File: src/rtl/dmem_debug_arbiter_if.sv
// Shared data-memory port bundle: CPU load/store side, debug read side and BRAM side.
// The arbiter takes the slave view; the surrounding wrapper or bench takes the master view.
interface dmem_debug_arbiter_if #(
  parameter int ADDR_W = 10,
  parameter int DATA_W = 32
);
  logic              cpu_re;
  logic              cpu_we;
  logic [ADDR_W-1:0] cpu_addr;
  logic [DATA_W-1:0] cpu_wdata;
  logic [DATA_W-1:0] cpu_rdata;
  logic              cpu_stall;

  logic              dbg_req;
  logic [ADDR_W-1:0] dbg_addr;
  logic              dbg_ack;
  logic [DATA_W-1:0] dbg_rdata;

  logic              mem_en;
  logic              mem_we;
  logic [ADDR_W-1:0] mem_addr;
  logic [DATA_W-1:0] mem_wdata;
  logic [DATA_W-1:0] mem_rdata;

  modport slave (
    input  cpu_re, cpu_we, cpu_addr, cpu_wdata, dbg_req, dbg_addr, mem_rdata,
    output cpu_rdata, cpu_stall, dbg_ack, dbg_rdata,
    output mem_en, mem_we, mem_addr, mem_wdata
  );

  modport master (
    output cpu_re, cpu_we, cpu_addr, cpu_wdata, dbg_req, dbg_addr, mem_rdata,
    input  cpu_rdata, cpu_stall, dbg_ack, dbg_rdata,
    input  mem_en, mem_we, mem_addr, mem_wdata
  );
endinterface

File: src/rtl/dmem_debug_arbiter.sv
// Data-memory port arbiter: CPU has priority, a pending debug read is forced through
// after MAX_WAIT lost cycles at the cost of a single CPU stall cycle.
//
// Handshakes: the CPU side has no valid/ready pair; an access presented with cpu_stall=1
// is not taken and must be held and retried the next cycle. The debug side is a 4-phase
// level handshake: dbg_req rises, dbg_ack rises with dbg_rdata valid, dbg_req falls,
// dbg_ack falls; only then can the next request issue.
module dmem_debug_arbiter #(
  parameter int ADDR_W   = 10,
  parameter int DATA_W   = 32,
  parameter int MAX_WAIT = 8,
  localparam int WCW     = $clog2(MAX_WAIT + 1)
) (
  input  logic              clk,
  input  logic              rst,
  dmem_debug_arbiter_if.slave bus,
  output logic [1:0]        fsm_state,
  output logic [WCW-1:0]    wait_cnt,
  output logic [ADDR_W-1:0] issued_addr
);

  typedef enum logic [1:0] {
    IDLE = 2'd0,
    READ = 2'd1,
    ACK  = 2'd2
  } state_t;

  localparam logic [WCW-1:0] WAIT_LIMIT = WCW'(MAX_WAIT);

  state_t              state_q, state_d;
  logic [WCW-1:0]      wait_q, wait_d;
  logic                ack_q, ack_d;
  logic [DATA_W-1:0]   rdata_q, rdata_d;
  logic [ADDR_W-1:0]   addr_q, addr_d;
  logic                cpu_acc;

  assign cpu_acc       = bus.cpu_re | bus.cpu_we;
  assign bus.cpu_rdata = bus.mem_rdata;
  assign bus.mem_wdata = bus.cpu_wdata;
  assign bus.dbg_ack   = ack_q;
  assign bus.dbg_rdata = rdata_q;
  assign fsm_state     = state_q;
  assign wait_cnt      = wait_q;
  assign issued_addr   = addr_q;

  always_ff @(posedge clk or posedge rst) begin
    if (rst) begin
      state_q <= IDLE;
      wait_q  <= '0;
      ack_q   <= 1'b0;
      rdata_q <= '0;
      addr_q  <= '0;
    end else begin
      state_q <= state_d;
      wait_q  <= wait_d;
      ack_q   <= ack_d;
      rdata_q <= rdata_d;
      addr_q  <= addr_d;
    end
  end

  always_comb begin
    state_d       = state_q;
    wait_d        = wait_q;
    ack_d         = ack_q;
    rdata_d       = rdata_q;
    addr_d        = addr_q;
    bus.mem_en    = cpu_acc;
    bus.mem_we    = bus.cpu_we;
    bus.mem_addr  = bus.cpu_addr;
    bus.cpu_stall = 1'b0;

    unique case (state_q)
      IDLE: begin
        if (!bus.dbg_req) begin
          wait_d = '0;
        end else if (cpu_acc && (wait_q < WAIT_LIMIT)) begin
          wait_d = wait_q + WCW'(1);
        end else begin
          // Debug read takes the port; a colliding CPU access is refused this cycle only.
          bus.mem_en    = 1'b1;
          bus.mem_we    = 1'b0;
          bus.mem_addr  = bus.dbg_addr;
          bus.cpu_stall = cpu_acc;
          addr_d        = bus.dbg_addr;
          state_d       = READ;
        end
      end
      READ: begin
        rdata_d = bus.mem_rdata;
        ack_d   = 1'b1;
        state_d = ACK;
      end
      ACK: begin
        if (!bus.dbg_req) begin
          ack_d   = 1'b0;
          wait_d  = '0;
          state_d = IDLE;
        end
      end
      default: state_d = IDLE;
    endcase

    if (rst) begin
      bus.mem_en    = 1'b0;
      bus.mem_we    = 1'b0;
      bus.cpu_stall = 1'b0;
    end
  end

endmodule

File: src/flat_wrapper.sv
// flat-port wrapper written by rule: the top's interface ports become plain ports
module dmem_debug_arbiter_flat 
#(
  parameter int ADDR_W   = 10,
  parameter int DATA_W   = 32,
  parameter int MAX_WAIT = 8,
  localparam int WCW     = $clog2(MAX_WAIT + 1)
)
  (clk, rst, fsm_state, wait_cnt, issued_addr, bus_cpu_re, bus_cpu_we, bus_cpu_addr, bus_cpu_wdata, bus_dbg_req, bus_dbg_addr, bus_mem_rdata, bus_cpu_rdata, bus_cpu_stall, bus_dbg_ack, bus_dbg_rdata, bus_mem_en, bus_mem_we, bus_mem_addr, bus_mem_wdata);
  dmem_debug_arbiter_if #(.ADDR_W(ADDR_W), .DATA_W(DATA_W)) bus_i ();
  input  logic clk;
  input  logic rst;
  output logic [1:0] fsm_state;
  output logic [WCW-1:0] wait_cnt;
  output logic [ADDR_W-1:0] issued_addr;
  input wire logic [$bits(bus_i.cpu_re)-1:0] bus_cpu_re;
  input wire logic [$bits(bus_i.cpu_we)-1:0] bus_cpu_we;
  input wire logic [$bits(bus_i.cpu_addr)-1:0] bus_cpu_addr;
  input wire logic [$bits(bus_i.cpu_wdata)-1:0] bus_cpu_wdata;
  input wire logic [$bits(bus_i.dbg_req)-1:0] bus_dbg_req;
  input wire logic [$bits(bus_i.dbg_addr)-1:0] bus_dbg_addr;
  input wire logic [$bits(bus_i.mem_rdata)-1:0] bus_mem_rdata;
  output wire logic [$bits(bus_i.cpu_rdata)-1:0] bus_cpu_rdata;
  output wire logic [$bits(bus_i.cpu_stall)-1:0] bus_cpu_stall;
  output wire logic [$bits(bus_i.dbg_ack)-1:0] bus_dbg_ack;
  output wire logic [$bits(bus_i.dbg_rdata)-1:0] bus_dbg_rdata;
  output wire logic [$bits(bus_i.mem_en)-1:0] bus_mem_en;
  output wire logic [$bits(bus_i.mem_we)-1:0] bus_mem_we;
  output wire logic [$bits(bus_i.mem_addr)-1:0] bus_mem_addr;
  output wire logic [$bits(bus_i.mem_wdata)-1:0] bus_mem_wdata;
  assign bus_i.cpu_re = bus_cpu_re;
  assign bus_i.cpu_we = bus_cpu_we;
  assign bus_i.cpu_addr = bus_cpu_addr;
  assign bus_i.cpu_wdata = bus_cpu_wdata;
  assign bus_i.dbg_req = bus_dbg_req;
  assign bus_i.dbg_addr = bus_dbg_addr;
  assign bus_i.mem_rdata = bus_mem_rdata;
  assign bus_cpu_rdata = bus_i.cpu_rdata;
  assign bus_cpu_stall = bus_i.cpu_stall;
  assign bus_dbg_ack = bus_i.dbg_ack;
  assign bus_dbg_rdata = bus_i.dbg_rdata;
  assign bus_mem_en = bus_i.mem_en;
  assign bus_mem_we = bus_i.mem_we;
  assign bus_mem_addr = bus_i.mem_addr;
  assign bus_mem_wdata = bus_i.mem_wdata;
  dmem_debug_arbiter #(.ADDR_W(ADDR_W), .DATA_W(DATA_W), .MAX_WAIT(MAX_WAIT)) u_core (.clk(clk), .rst(rst), .bus(bus_i), .fsm_state(fsm_state), .wait_cnt(wait_cnt), .issued_addr(issued_addr));
endmodule
File: config.mk
export PLATFORM = sky130hd
export DESIGN_NAME = dmem_debug_arbiter_flat
export DESIGN_NICKNAME = d
export VERILOG_FILES = /design/src/rtl/dmem_debug_arbiter_if.sv /design/src/rtl/dmem_debug_arbiter.sv /design/src/flat_wrapper.sv
export SDC_FILE = /design/constraint.sdc
export NUM_CORES = 1
export LEC_CHECK = 0
export BUFFER_PORTS_ARGS = -buffer_cell sky130_fd_sc_hd__clkbuf_2
export CAP_MARGIN = 30
export CORE_UTILIZATION = 35
export DETAILED_ROUTE_END_ITERATION = 8
export PLACE_DENSITY = 0.73
export REMOVE_ABC_BUFFERS = 1
export SLEW_MARGIN = 20
export SYNTH_ARGS = -nofsm -noshare
export SYNTH_HDL_FRONTEND = slang
export SYNTH_SLANG_ARGS = --single-unit
File: constraint.sdc
create_clock -name clk -period 4.2 [get_ports clk]
set_input_delay 0.84 -clock clk [delete_from_list [all_inputs] [get_ports clk]]
set_output_delay 0.84 -clock clk [all_outputs]
set_load 0.02 [all_outputs]
# Word-level counts from Yosys, hierarchy flattened
# Cells that the tools add are included.
# word_totals
reg_bits	49
word_cells	48
in_bits	89
output_inout_bits	126
# op_classes
n_addsub	1
n_eq_ne	6
reduce_logical	8
n_mux	25
bitwise	2
order_cmp	1
# ops
cell	count
two-way mux 10 bit	3
two-way mux 1 bit	13
two-way mux 4 bit	3
AND reduction 3 bit	3
case mux 4 bit (2 select lines)	1
two-way mux 2 bit	3
!= test 2 bit, second input constant	3
case mux 2 bit (3 select lines)	1
adder 4 x 1 -> 4 bit, second input constant	1
less-than comparator 4 bit, second input constant	1
nonzero test 2 bit	2
!= test 3 x 2 -> 1 bit, second input constant	1
== test 2 x 1 -> 1 bit, second input constant	1
== test 2 bit, second input constant	1
logical NOT 2 bit	1
case mux 1 bit (2 select lines)	1
AND reduction 2 bit	1
logical AND 1 bit	1
NOT 1 bit	1
bitwise OR 1 bit	1

# Longest topological paths before layout
# depth
depth_word	6
mapped_depth	6
ltp_nobuf	4

# Worst setup path before layout
# Ideal clock, no wire load.
# synth_timing
kind	input port to output port
start	in rst
end	out bus_mem_we
slack_ps	1061
n_path_buf	0
required_time_ps	3360
arrival_ps	2299
stages	2
path_cell_list	inv_1 > and3_1
# synth_between
elab_chain_cells	1
# synth_rtl
item	line	text
start, declared	flat_wrapper.sv:12	input logic rst;
two-way mux 1 bit	dmem_debug_arbiter.sv:104	if (rst) begin
end, declared	flat_wrapper.sv:28	output wire logic [$bits(bus_i.mem_we)-1:0] bus_mem_we;
# No other way between the ends.

# Worst setup path after layout
# layout_timing
start	in bus_cpu_we
end	out bus_mem_addr[0]
# layout_between
elab_chain_cells	5
# layout_rtl
item	line	text
start, declared	flat_wrapper.sv:17	input wire logic [$bits(bus_i.cpu_we)-1:0] bus_cpu_we;
bitwise OR 1 bit	dmem_debug_arbiter.sv:37	assign cpu_acc = bus.cpu_re | bus.cpu_we;
logical AND 1 bit	dmem_debug_arbiter.sv:77	end else if (cpu_acc && (wait_q < WAIT_LIMIT)) begin
two-way mux 10 bit	dmem_debug_arbiter.sv:77	
two-way mux 10 bit	dmem_debug_arbiter.sv:75	if (!bus.dbg_req) begin
two-way mux 10 bit	dmem_debug_arbiter.sv:73	unique case (state_q)
end, declared	flat_wrapper.sv:29	output wire logic [$bits(bus_i.mem_addr)-1:0] bus_mem_addr;
# No other way between the ends.

==> flow_summary.toml <==
[critical_path]
cp-end-kind = "output pin"
worst_r2r_path_depth = 2
r2r_setup_slack_ns = 2.26
crit_required_ns = 3.36
worstPathArrival_ns = 2.17
crit_fanout = 22
path_class = "in2out"
worstSetupStartpointType = "input pin"

[clocking]
clock-sinks = 49
cts_resized = 0
path_clk_slew_ns = 0.08
cts_htree_levels = 2
clock_latency_ns = 0.29
postCtsHoldBufs = 0
root_buffer = "clkbuf_8"
cts_tree = "yes"
clockBufferDepth = 2
cts_setup_buffers = 0
numCtsBuffers = 5

[sta]
fin_crit_sh_pct = 71.78
final_hold_viol_count = 0
fmax_mhz = 331.7
rsz0062_at_grt = "false"
relSlewSlack_pct = 41.31
fin_tns_setup_ns = 0
maxSlewViolCount = 0
setup_viol_count_final = 0
worstMarginPinSlew_ns = 0.8784
clock-skew-final_ns = 0.004275
fin_crit_ns = 3.015
hold-worst-slack_ns = 0.5102

[placed_design]
gp_congestion = 0.7490
place_hpwl_um = 4754
portBuffers = 150

[global_route]
grt_pass1_vias = 1565
grt_usage_pct = 14.69
grt_start_max_net_pins = 50
grt_pass1_wl_um = 8293
grt_antenna_before_repair = 0
grt_overflow = 0

[die]
fp-row-count = 31
initial_core_util_pct = 36.29
chipWidth_um = 88.73
core_um2 = 7253
pin_count = 215
die_h_um = 88.73
dieArea_um2 = 7872

[synthesis]
synth.avg_cell_area_um2 = 12.66
yosysSeqAreaShare_pct = 46.58
ys_ff_latch = 49
yosys_warnings = 0
syn_area_um2 = 2633
ys_types = 28
syn_inst = 208

[routing]
wirelength_um = 5878
drt_iter0_drc = 61
via_per_inst = 4.603
drc = 0
routedWlPerCell_um = 14.96
dr.pass1.iters = 2
vias = 1809
postRouteAntennaNets = 0

[flow_run]
drv_cap = 0

[power_and_ir_drop]
peakVddDrop_mv = 0.1972
powerDensity_nw_per_um2 = 495.4
p_total_mw = 1.506
total_leakage_power_nw = 1.582

[cells_and_area]
synthToLayoutAreaGrowth_pct = 15.45
layout.nets = 383
n_antenna_cell = 0
drive_gt1_share_pct = 73.81

[min_path]
hp-class = "reg2reg"
min_path_cells = 1

[run_status]
status = "finished, final reports clean"
==> flip-flops by register name (all words and copies together), names as in the netlist <==
signal / cells
u_core.issued_addr: 10
u_core.bus.dbg_ack: 1
u_core.bus.dbg_rdata: 32
u_core.fsm_state: 2
u_core.wait_cnt: 4
==> cells by family after synthesis <==
logic type,Yosys count,share of synthesized area [%]
buffers and inverters,76,21.91
muxes,52,22.53
DFF,49,46.58
and+or+nand+nor,21,5.134
AOI/OAI and AO/OA,9,3.375
adders and majority gates,1,0.4752
==> final timing paths <==
kind	endpoint	start
max in group asynchronous	u_core.fsm_state[0]	rst
min in group asynchronous	u_core.issued_addr[8]	rst
worst max-delay path	bus_mem_addr[0]	bus_cpu_we
worst max register to register	u_core.bus.dbg_rdata[19]	u_core.fsm_state[0]
worst min-delay path	u_core.bus.dbg_rdata[6]	u_core.bus.dbg_rdata[6]
worst min register to register	u_core.bus.dbg_rdata[6]	u_core.bus.dbg_rdata[6]
==> metrics by stage <==
step	std cells	area (µm²)	utilization [%]	worst slack, ns
after floorplan	135	2067	-	1.061
after global placement	385	2957	40.76	1.194
after detailed placement	385	2957	40.76	1.173
after CTS	393	3039	41.90	1.165
after global routing	393	3039	41.90	1.099
final	393	3039	41.90	1.185
==> power by group <==
group	switching [mW]	total, mW	leakage [nW]	internal (mW)
Combinational	0.332	0.568	0.944	0.236
Sequential	0.0746	0.678	0.593	0.603
Clock	0.144	0.260	0.0450	0.116
==> cells in the mapped netlist <==
cell       number  share of area (%)
a21oi_1         2               0.38
and3_1          1               0.24
buf_2           2               0.38
buf_4          65                 19
buf_6           6                2.6
dfrtp_1        49                 47
ha_1            1               0.48
inv_1           3               0.43
mux2_2         50                 21
mux2_4          2                1.1
nand2_1         6               0.86
nand2b_1        1               0.24
nand3b_1        1               0.29
nand4b_1        1               0.33
nand4bb_1       1               0.43
nor2_1          2               0.29
nor2_2          1               0.24
nor2_4          1               0.43
nor2b_1         1               0.24
nor3_1          1               0.19
nor4b_1         2               0.67
o211ai_1        2               0.57
o211ai_4        1               0.81
o22a_1          1               0.33
o311ai_0        2               0.67
o311ai_2        1               0.62
or4_1           1               0.29
or4_4           1               0.43
==> critical path, cell delays in order <==
cell and delay, ns:
clkbuf_2 0.09, nor2_2 0.08, o211ai_4 0.59, mux2_2 0.41, clkbuf_2 0.15
==> per-layer routing <==
metal  track usage, %  vias up  share of wire (%)
met2            19.51      132                 42
met4            3.959        2               0.97
met3            13.53        8                 20
met1            16.45      846                 36
met5            5.844        -                1.0
li1                 -      821                  -
==> placed cells by master, fill, tap and decap left out, drive strengths merged <==
cell     count
or4          2
and3         1
o211ai       3
a21oi        2
dfrtp       49
nor2         4
nor2b        1
nand4b       1
inv          3
nand3b       1
nand2b       1
clkinv       2
mux2        52
nand4bb      1
ha           1
buf          1
clkbuf     156
o311ai       3
o22a         1
nor3         1
nand2        6
nor4b        2
==> layout make-up <==
class / count / area [µm²]
clock inverter: 2 / 10.01
tap: 99 / 123.9
inverter: 3 / 11.26
clock buffer: 6 / 72.57
timing repair buffer: 151 / 758.2
multi-input combinational: 83 / 837.1
sequential: 49 / 1226
fill: 707 / 4214
Power figures use the tool's default switching activity.
